File: src/rtl/telemetry_framer_pkg.sv
// Shared constants, FSM state type and the frame byte mux for the eBike
// telemetry framer.
package eBike_telem_pkg;

    localparam logic [7:0] SYNC0     = 8'hAA;
    localparam logic [7:0] SYNC1     = 8'h55;
    localparam int         FRM_BYTES = 8;

    typedef enum logic [1:0] {
        IDLE = 2'd0,
        SEND = 2'd1,
        WAIT = 2'd2
    } telem_state_t;

    // Select frame byte idx from a {batt, curr, torque} snapshot.
    // Upper-nibble bytes are zero-padded so nothing above bit 11 can leak.
    function automatic logic [7:0] frame_byte(input logic [2:0]  idx,
                                              input logic [35:0] snap);
        logic [7:0] b;
        case (idx)
            3'd0:    b = SYNC0;
            3'd1:    b = SYNC1;
            3'd2:    b = {4'h0, snap[35:32]};
            3'd3:    b = snap[31:24];
            3'd4:    b = {4'h0, snap[23:20]};
            3'd5:    b = snap[19:12];
            3'd6:    b = {4'h0, snap[11:8]};
            default: b = snap[7:0];
        endcase
        return b;
    endfunction

endpackage

File: src/rtl/telemetry_framer_uart_tx_core.sv
// 8N1 UART transmitter, LSB first. Loads a byte on trmt, shifts it out at
// BAUD_DIV clocks per bit and pulses tx_done as the stop bit period ends.
module uart_tx_core #(
    parameter int BAUD_DIV = 2604
) (
    input  logic       clk,
    input  logic       rst,
    input  logic       trmt,
    input  logic [7:0] tx_data,
    output logic       TX,
    output logic       tx_busy,
    output logic       tx_done
);

    localparam int BW = (BAUD_DIV > 2) ? $clog2(BAUD_DIV) : 1;

    logic [BW-1:0] baud_q;
    logic [3:0]    bit_q;
    logic [9:0]    shift_q;
    logic          busy_q;
    logic          tx_q;
    logic          baud_tc;

    assign baud_tc = busy_q && (baud_q == BW'(BAUD_DIV - 1));
    // Terminal count of the tenth bit: the stop bit has been held long enough.
    assign tx_done = baud_tc && (bit_q == 4'd9);
    assign tx_busy = busy_q;
    assign TX      = tx_q;

    // Load {stop, data, start} on trmt, then shift right once per bit period.
    always_ff @(posedge clk or posedge rst) begin
        if (rst) begin
            shift_q <= '1;
            busy_q  <= 1'b0;
            baud_q  <= '0;
            bit_q   <= 4'd0;
        end else if (trmt && !busy_q) begin
            shift_q <= {1'b1, tx_data, 1'b0};
            busy_q  <= 1'b1;
            baud_q  <= '0;
            bit_q   <= 4'd0;
        end else if (busy_q) begin
            if (baud_tc) begin
                baud_q  <= '0;
                shift_q <= {1'b1, shift_q[9:1]};
                if (bit_q == 4'd9) begin
                    busy_q <= 1'b0;
                    bit_q  <= 4'd0;
                end else begin
                    bit_q <= bit_q + 4'd1;
                end
            end else begin
                baud_q <= baud_q + BW'(1);
            end
        end
    end

    // Output flop keeps the line glitch-free; reset drives it high at once.
    always_ff @(posedge clk or posedge rst) begin
        if (rst) begin
            tx_q <= 1'b1;
        end else begin
            tx_q <= shift_q[0];
        end
    end

endmodule

File: src/rtl/telemetry_framer.sv
// Periodic telemetry framer: snapshots battery voltage, motor current and
// pedal torque on each period tick and sends them as an 8-byte UART frame.
module telemetry_framer
    import eBike_telem_pkg::*;
#(
    parameter int PERIOD_W = 20,
    parameter int BAUD_DIV = 2604
) (
    input  logic        clk,
    input  logic        rst,
    input  logic [11:0] batt_v,
    input  logic [11:0] avg_curr,
    input  logic [11:0] avg_torque,
    output logic        TX,
    output logic        frm_busy,
    output logic        frm_done,
    output logic        frm_ovr
);

    logic [PERIOD_W-1:0] period_q;
    logic                tick;

    telem_state_t state_q, state_d;
    logic [2:0]   idx_q, idx_d;
    logic [35:0]  snap_q, snap_d;
    logic         fin_q, fin_d;
    logic         busy_q, busy_d;
    logic         done_q, done_d;
    logic         ovr_q, ovr_d;

    logic         trmt;
    logic [7:0]   tx_data;
    logic         tx_busy;
    logic         tx_done;

    assign tick     = &period_q;
    assign tx_data  = frame_byte(idx_q, snap_q);
    assign frm_busy = busy_q;
    assign frm_done = done_q;
    assign frm_ovr  = ovr_q;

    // Free-running frame period counter; wraps naturally at all-ones.
    always_ff @(posedge clk or posedge rst) begin
        if (rst) begin
            period_q <= '0;
        end else begin
            period_q <= period_q + PERIOD_W'(1);
        end
    end

    // Frame sequencing: snapshot on tick, then hand bytes to the UART one by one.
    // fin marks the last tx_done; busy/done follow it one clock later so they
    // line up with the end of the stop bit as seen on the TX pin.
    always_comb begin
        state_d = state_q;
        idx_d   = idx_q;
        snap_d  = snap_q;
        busy_d  = busy_q;
        fin_d   = 1'b0;
        trmt    = 1'b0;
        if (fin_q) begin
            busy_d = 1'b0;
        end
        case (state_q)
            IDLE: begin
                if (tick) begin
                    snap_d  = {batt_v, avg_curr, avg_torque};
                    idx_d   = 3'd0;
                    busy_d  = 1'b1;
                    state_d = SEND;
                end
            end
            SEND: begin
                if (!tx_busy) begin
                    trmt    = 1'b1;
                    state_d = WAIT;
                end
            end
            WAIT: begin
                if (tx_done) begin
                    if (idx_q == 3'(FRM_BYTES - 1)) begin
                        fin_d   = 1'b1;
                        state_d = IDLE;
                    end else begin
                        idx_d   = idx_q + 3'd1;
                        state_d = SEND;
                    end
                end
            end
            default: state_d = IDLE;
        endcase
        done_d = fin_q;
        // A tick outside IDLE (including the tx_done edge of byte 7) is dropped.
        ovr_d  = tick && (state_q != IDLE);
    end

    // Framer state registers.
    always_ff @(posedge clk or posedge rst) begin
        if (rst) begin
            state_q <= IDLE;
            idx_q   <= 3'd0;
            snap_q  <= '0;
            fin_q   <= 1'b0;
            busy_q  <= 1'b0;
            done_q  <= 1'b0;
            ovr_q   <= 1'b0;
        end else begin
            state_q <= state_d;
            idx_q   <= idx_d;
            snap_q  <= snap_d;
            fin_q   <= fin_d;
            busy_q  <= busy_d;
            done_q  <= done_d;
            ovr_q   <= ovr_d;
        end
    end

    uart_tx_core #(
        .BAUD_DIV (BAUD_DIV)
    ) u_uart (
        .clk     (clk),
        .rst     (rst),
        .trmt    (trmt),
        .tx_data (tx_data),
        .TX      (TX),
        .tx_busy (tx_busy),
        .tx_done (tx_done)
    );

endmodule
File: config.mk
export PLATFORM = sky130hd
export DESIGN_NAME = telemetry_framer
export DESIGN_NICKNAME = d
export VERILOG_FILES = /design/src/rtl/telemetry_framer_pkg.sv /design/src/rtl/telemetry_framer_uart_tx_core.sv /design/src/rtl/telemetry_framer.sv
export SDC_FILE = /design/constraint.sdc
export NUM_CORES = 1
export LEC_CHECK = 0
export BUFFER_PORTS_ARGS = -buffer_cell sky130_fd_sc_hd__buf_2
export CELL_PAD_IN_SITES_DETAIL_PLACEMENT = 0
export CELL_PAD_IN_SITES_GLOBAL_PLACEMENT = 1
export CORE_MARGIN = 3
export CORE_UTILIZATION = 51
export CTS_CLUSTER_DIAMETER = 120
export DETAILED_ROUTE_END_ITERATION = 8
export GPL_ROUTABILITY_DRIVEN = 0
export GPL_TIMING_DRIVEN = 1
export HOLD_SLACK_MARGIN = 0.02
export PLACE_DENSITY = 0.87
export SYNTH_ARGS = -nofsm -noshare
export SYNTH_HDL_FRONTEND = slang
export SYNTH_SLANG_ARGS = --single-unit
export TNS_END_PERCENT = 50
File: constraint.sdc
create_clock -name clk -period 4.5 [get_ports clk]
set_clock_uncertainty 0.15 [all_clocks]
set_input_delay 0.675 -clock clk [delete_from_list [all_inputs] [get_ports clk]]
set_output_delay 0.675 -clock clk [all_outputs]
set_load 0.05 [all_outputs]
==> flow_summary.json, run 1 <==
{
  "power_w": 0.00147,
  "outcome": "completed",
  "layout_worst_path_cycle_share": 0.648,
  "cap_violations": 0,
  "worstPathBufferInverterCount": 0,
  "finalWorstPathRequiredPeriod_ns": 2.92,
  "drt-vias-per-instance": 5.66,
  "routedWlPerCell_microns": 16.4,
  "cts-resized-gates": 0,
  "grt_setup_unrepaired": "no",
  "i_o_pin_cnt": 42,
  "multi_input_comb_area_sq_um": 1980,
  "cells_along_the_critical_path": "ha_1 -> nand3_2 -> nor4_4 -> nand4_4 -> mux2_4",
  "synth_cell_types": 55,
  "grt_pass1_wl_microns": 14900,
  "cts_max_path_buffers": 2,
  "netlist_top_cells_count": "sky130_fd_sc_hd__dfrtp_1 (82), sky130_fd_sc_hd__nand2_1 (34), sky130_fd_sc_hd__mux2_4 (29), sky130_fd_sc_hd__nor2_1 (28)",
  "seq_power_share": 0.580,
  "register_area_sq_um": 2310,
  "cp_slowest_stage_delay_ns": 0.76,
  "power.net_switching_w": 0.000340,
  "p_leak_nw": 2.24,
  "share_of_synthesized_area_occupied_by_flip_flops_and_latches": 0.523,
  "fill_cells": 706,
  "core_sq_um": 8340,
  "drive_above_1_share": 0.286,
  "clock_tree.htree_level_count": 3,
  "place_hpwl_microns": 6040,
  "total_congestion_overflow_after_global_routing": 0,
  "drt_pre_antenna_iters": 4,
  "floorplan.initialDensity": 0.530,
  "slew-limit-headroom": 0.382,
  "clockRootBuffer": "sky130_fd_sc_hd__clkbuf_8",
  "netlist_instances": 377,
  "hold_violations": 0,
  "globalRouteTotalUtil": 0.188,
  "initial_antenna_violation_count": 0,
  "sw_frac_of_total": 0.231,
  "post-cts-setup-buffers": 0,
  "critical_path_sink_type": "flop",
  "dominant_register_cell_in_the_synthesized_netlist": "sky130_fd_sc_hd__dfrtp_1",
  "cts_made_buffers": 9,
  "power_density_nw_per_um2": 302,
  "clkSlewWorstSetupHoldPaths_ns": 0.10,
  "synth_edf_count": 0,
  "worst-endpoint-required_ns": 4.59,
  "fraction_of_registers_with_async_set_reset": 1.00,
  "critPathTopFamily": "simple AND/OR/NAND/NOR gates",
  "setup_violations": 0,
  "clock-sinks": 92,
  "mappedNetlistNets": 425,
  "cell_internal_pwr_w": 0.00113,
  "fp.dieH_microns": 99.1,
  "dp.cells": 512,
  "fp.dieArea_sq_um": 9830,
  "synth.avg_cell_area_sq_um": 11.7,
  "postRouteAntennaNets": 0,
  "synthDominantAreaCellType": "sky130_fd_sc_hd__dfrtp_1",
  "clkLatencyLatePin_ns": 0.36,
  "detail_route.drc_violations": 0,
  "synth_seq_cells": 92,
  "worstSetupPathType": "reg2reg",
  "n_antenna_cell": 0,
  "timing.setup.tns_ns": 0,
  "crit_path_top_delay_cell": "sky130_fd_sc_hd__nand4_4",
  "synth_top_area_share": 0.464,
  "first_global_vias": 2957,
  "design.final.nets": 466,
  "cts_tree": "done",
  "die_w_microns": 99.1,
  "worstPathMaxFanout": 37,
  "max_freq_ghz": 0.343,
  "routed_wire_length_microns": 8680,
  "largest_net_degree_at_the_start_of_global_routing": 45,
  "io_buffers": 41,
  "synthTopCellsByArea": "sky130_fd_sc_hd__dfrtp_1 (46%), sky130_fd_sc_hd__mux2_4 (9.8%), sky130_fd_sc_hd__dfstp_2 (5.9%), sky130_fd_sc_hd__xnor2_1 (3.4%), sky130_fd_sc_hd__nand2_1 (2.9%)",
  "clock_power_share": 0.381,
  "synthesis.area_sq_um": 4420,
  "hold_path_class": "in2async",
  "dr_total_vias": 2990,
  "max-vdd-ir-drop_uv": 183,
  "final_max_slew_viol_count": 0,
  "comb_power_share": 0.039,
  "synth_warnings": 0,
  "timing.critical_path.arrival_ns": 3.00,
  "drt-initial-drc-count": 147,
  "synthMostInstantiatedCell": "sky130_fd_sc_hd__dfrtp_1",
  "cts_hold_repair.buffers": 0,
  "startpoint_type": "flop",
  "rows": 33,
  "worstMarginPinSlew_ns": 0.923,
  "final-instance-count-excl-fill": 528,
  "area_growth_pct": 10.5
}
-- per-layer routing --
layer  global-route usage  part of all wire  vias to the layer above
met4               0.0536             0.010                        0
met2                0.289              0.47                       64
met5                    0                 0                        -
met3               0.0323             0.040                        8
met1                0.275              0.48                     1488
li1                     -                 -                     1430
-- cell families (layout without fill, tap and decap cells) --
kind of cell | count (synthesis) | in the layout | synth area share
mux | 45 | 45 | 0.137
flops | 92 | 92 | 0.523
buf+inv | 24 | 70 | 0.0300
fa+ha+maj | 10 | 10 | 0.0283
xor+xnor | 24 | 24 | 0.0475
compound gates | 61 | 61 | 0.0860
simple gates | 121 | 121 | 0.148
-- flip-flops by register name, indices dropped and copies added (netlist names) --
register / cells
frm_busy: 1
u_uart.tx_busy: 1
idx_q: 3
state_q: 2
u_uart.TX: 1
frm_done: 1
u_uart.bit_q: 4
u_uart.shift_q: 9
u_uart.baud_q: 12
frm_ovr: 1
done_d: 1
period_q: 20
snap_q: 36
-- layout make-up --
class,instances,share of cell area
flip-flops and latches,92,0.474
multi-input cells,261,0.404
repair buffers,44,0.0466
well taps,105,0.0269
clock buffers,9,0.0253
clock inverters,7,0.0154
inverters,10,0.00793
-- stage by stage --
step | instance area (sq um) | hold slack (ns) | utilization | worst slack (ns)
floorplan | 4420 | 0.199 | - | 1.30
global placement | 4690 | 0.206 | 0.562 | 1.64
detailed placement | 4690 | 0.212 | 0.562 | 1.59
CTS | 4890 | 0.0461 | 0.586 | 1.56
global route | 4890 | 0.0545 | 0.586 | 1.38
finish | 4890 | 0.0499 | 0.586 | 1.58
-- power groups by stage --
stage                     sequential [W]  combinational, W  clock, W
after floorplan                 0.000865         0.0000355         0
after global placement          0.000871         0.0000578         0
after detailed placement        0.000870         0.0000601         0
after CTS                       0.000854         0.0000601  0.000572
after global routing            0.000857         0.0000663  0.000608
final                           0.000855         0.0000582  0.000562
-- final timing paths --
check                                    endpoint              start  cells after the start  slack, ns
worst min register to register          u_uart.TX  u_uart.shift_q[0]                      0       0.23
worst max register to register         snap_q[25]        period_q[0]                      5       1.58
worst min-delay path                     frm_done                rst                      2       0.05
max in group asynchronous       u_uart.shift_q[3]                rst                      3       3.36
worst max-delay path                   snap_q[25]        period_q[0]                      5       1.58
min in group clk                        u_uart.TX  u_uart.shift_q[0]                      0       0.23
-- cells in the final DEF (no fill, tap or decap), types with 10 or more instances in the layout --
master	n
sky130_fd_sc_hd__dfstp_2	10
sky130_fd_sc_hd__nand3_1	11
sky130_fd_sc_hd__o21ai_0	17
sky130_fd_sc_hd__ha_1	10
sky130_fd_sc_hd__nand4_1	10
sky130_fd_sc_hd__nand2_1	34
sky130_fd_sc_hd__dfrtp_1	82
sky130_fd_sc_hd__buf_2	41
sky130_fd_sc_hd__a21oi_1	14
sky130_fd_sc_hd__nor2_1	28
sky130_fd_sc_hd__xnor2_1	17
sky130_fd_sc_hd__mux2_4	29
(Power assumes the default switching activity.)
==> inputs of run 2 (changes only) <==
- CORE_UTILIZATION: 51 -> 43
- PLACE_DENSITY: 0.87 -> 0.79
- clock period: 4.5 -> 2.55 ns (I/O delays scaled with it)
==> run 2 against run 1 <==
Wire length fell by 2.0%. Maximum frequency is 31% higher. Core utilization fell by 8.1 points.
==> flow_summary.json, run 2 (synthesis results as in run 1) <==
{
  "cell_internal_pwr_w": 0.00206,
  "power_w": 0.00263,
  "largest_net_degree_at_the_start_of_global_routing": 93,
  "p_leak_nw": 2.29,
  "slew-limit-headroom": 0.581,
  "layout.cells.most_common": "sky130_fd_sc_hd__dfrtp_1",
  "fp.dieArea_sq_um": 11500,
  "cts_hold_repair.buffers": 0,
  "final_max_slew_viol_count": 0,
  "cts_max_path_buffers": 2,
  "timing.setup.tns_ns": 0,
  "clock-sinks": 92,
  "hold_path_class": "in2async",
  "floorplan.initialDensity": 0.446,
  "setup_violations": 0,
  "total_congestion_overflow_after_global_routing": 0,
  "worst_r2r_path_depth": 5,
  "core_sq_um": 9910,
  "max-vdd-ir-drop_uv": 330,
  "cap_violations": 0,
  "timing.critical_path.from": "period_q[13]",
  "power.net_switching_w": 0.000570,
  "routedWlPerCell_microns": 15.1,
  "post-route-worst-setup-slack_ns": 0.319,
  "fill_cells": 906,
  "i_o_pin_cnt": 42,
  "max_freq_ghz": 0.448,
  "startpoint_type": "flop",
  "routed_wire_length_microns": 8510,
  "initial_antenna_violation_count": 0,
  "cts_made_buffers": 9,
  "critical_path_sink_type": "flop",
  "seq_power_share": 0.573,
  "leading_cell_types_in_the_layout_fill_and_taps_excluded": "sky130_fd_sc_hd__dfrtp_1 (82), sky130_fd_sc_hd__buf_2 (41), sky130_fd_sc_hd__nand2_1 (34)",
  "reg.largest.list": "snap_q (36), period_q (20), u_uart.baud_q (12)",
  "layout_worst_path_cycle_share": 0.875,
  "grt_setup_unrepaired": "no",
  "clkSlewWorstSetupHoldPaths_ns": 0.09,
  "regToRegSetupSlack_ns": 0.32,
  "die_w_microns": 107,
  "drt-initial-drc-count": 134,
  "dr_total_vias": 2969,
  "io_buffers": 41,
  "clockRootBuffer": "sky130_fd_sc_hd__clkbuf_8",
  "globalRouteTotalUtil": 0.164,
  "clock_tree.htree_level_count": 3,
  "area_growth_pct": 13.1,
  "place_hpwl_microns": 5920,
  "cts-resized-gates": 0,
  "timing.critical_path.arrival_ns": 2.32,
  "finalWorstPathRequiredPeriod_ns": 2.23,
  "timing.rr.end": "snap_q[1]",
  "comb_power_share": 0.040,
  "critical_path.reg2reg.startpoint": "period_q[13]",
  "power_density_nw_per_um2": 525,
  "n_antenna_cell": 0,
  "worstMarginPinSlew_ns": 0.629,
  "clkLatencyLatePin_ns": 0.35,
  "worst-endpoint-required_ns": 2.64,
  "fp.dieH_microns": 107,
  "first_global_vias": 3048,
  "drive_above_1_share": 0.298,
  "critical_path.endpoint": "snap_q[1]",
  "worstPathMaxFanout": 37,
  "post-cts-setup-buffers": 0,
  "rows": 36,
  "largest_reg_flops": 36,
  "design.final.nets": 473,
  "largest_register": "snap_q",
  "cts_tree": "done",
  "postRouteAntennaNets": 0,
  "worstSetupPathType": "reg2reg",
  "sw_frac_of_total": 0.217,
  "grt_pass1_wl_microns": 15100,
  "clock_power_share": 0.387,
  "drt-vias-per-instance": 5.27,
  "drt_pre_antenna_iters": 4,
  "dp_worst_setup_slack_ns": 0.323,
  "outcome": "completed",
  "finalCoreUtilization": 0.505,
  "hold_violations": 0,
  "detail_route.drc_violations": 0
}
## run 2: worst min-delay path by stage
stage                            startpoint           to  cells past startpoint
final                                   rst  period_q[5]                      3
after detailed placement  u_uart.shift_q[0]    u_uart.TX                      0
after global routing                    rst   snap_q[21]                      3
after CTS                               rst  period_q[1]                      3
after global placement    u_uart.shift_q[0]    u_uart.TX                      0
after floorplan                      done_d     frm_done                      0
## run 2: power by group through the flow
stage               Clock (W)  Sequential [W]  Combinational, W
global route          0.00113         0.00151          0.000118
global placement            0         0.00153          0.000105
finish                0.00102         0.00150          0.000104
CTS                   0.00105         0.00150          0.000108
detailed placement          0         0.00153          0.000108
floorplan                   0         0.00153         0.0000631
## run 2: metrics by stage
step | cells | area (sq um) | hold WS [ns]
2_1_floorplan | 377 | 4430 | 0.199
3_3_place_gp | 547 | 4790 | 0.207
3_5_place_dp | 547 | 4790 | 0.209
4_1_cts | 563 | 5000 | 0.0234
5_1_grt | 563 | 5000 | 0.0310
6_report | 563 | 5000 | 0.00878
## run 2: area by class of cell
cell class                 instances  area, sq um  share of cell area
inverter                          10         41.3             0.00825
clock inverter                     5         60.1              0.0120
timing repair buffer              51          293              0.0585
tap                              133          166              0.0333
clock buffer                      11          151              0.0303
multi-input combinational        261         1980               0.395
sequential                        92         2310               0.463
## run 2: per-layer routing
metal  track usage  wire [microns]  vias to the layer above
met5             0               0                        -
met4        0.0487             102                        0
li1              -               -                     1444
met1         0.235            4090                     1465
met3        0.0360             329                        7
met2         0.250            3990                       53
## run 2: critical path, cell delays in order, from the launching register on
cell	delay (ns)
sky130_fd_sc_hd__dfrtp_1	0.44
sky130_fd_sc_hd__and4_1	0.24
sky130_fd_sc_hd__and3_2	0.26
sky130_fd_sc_hd__nand4_4	0.09
sky130_fd_sc_hd__buf_4	0.49
sky130_fd_sc_hd__mux2_2	0.40
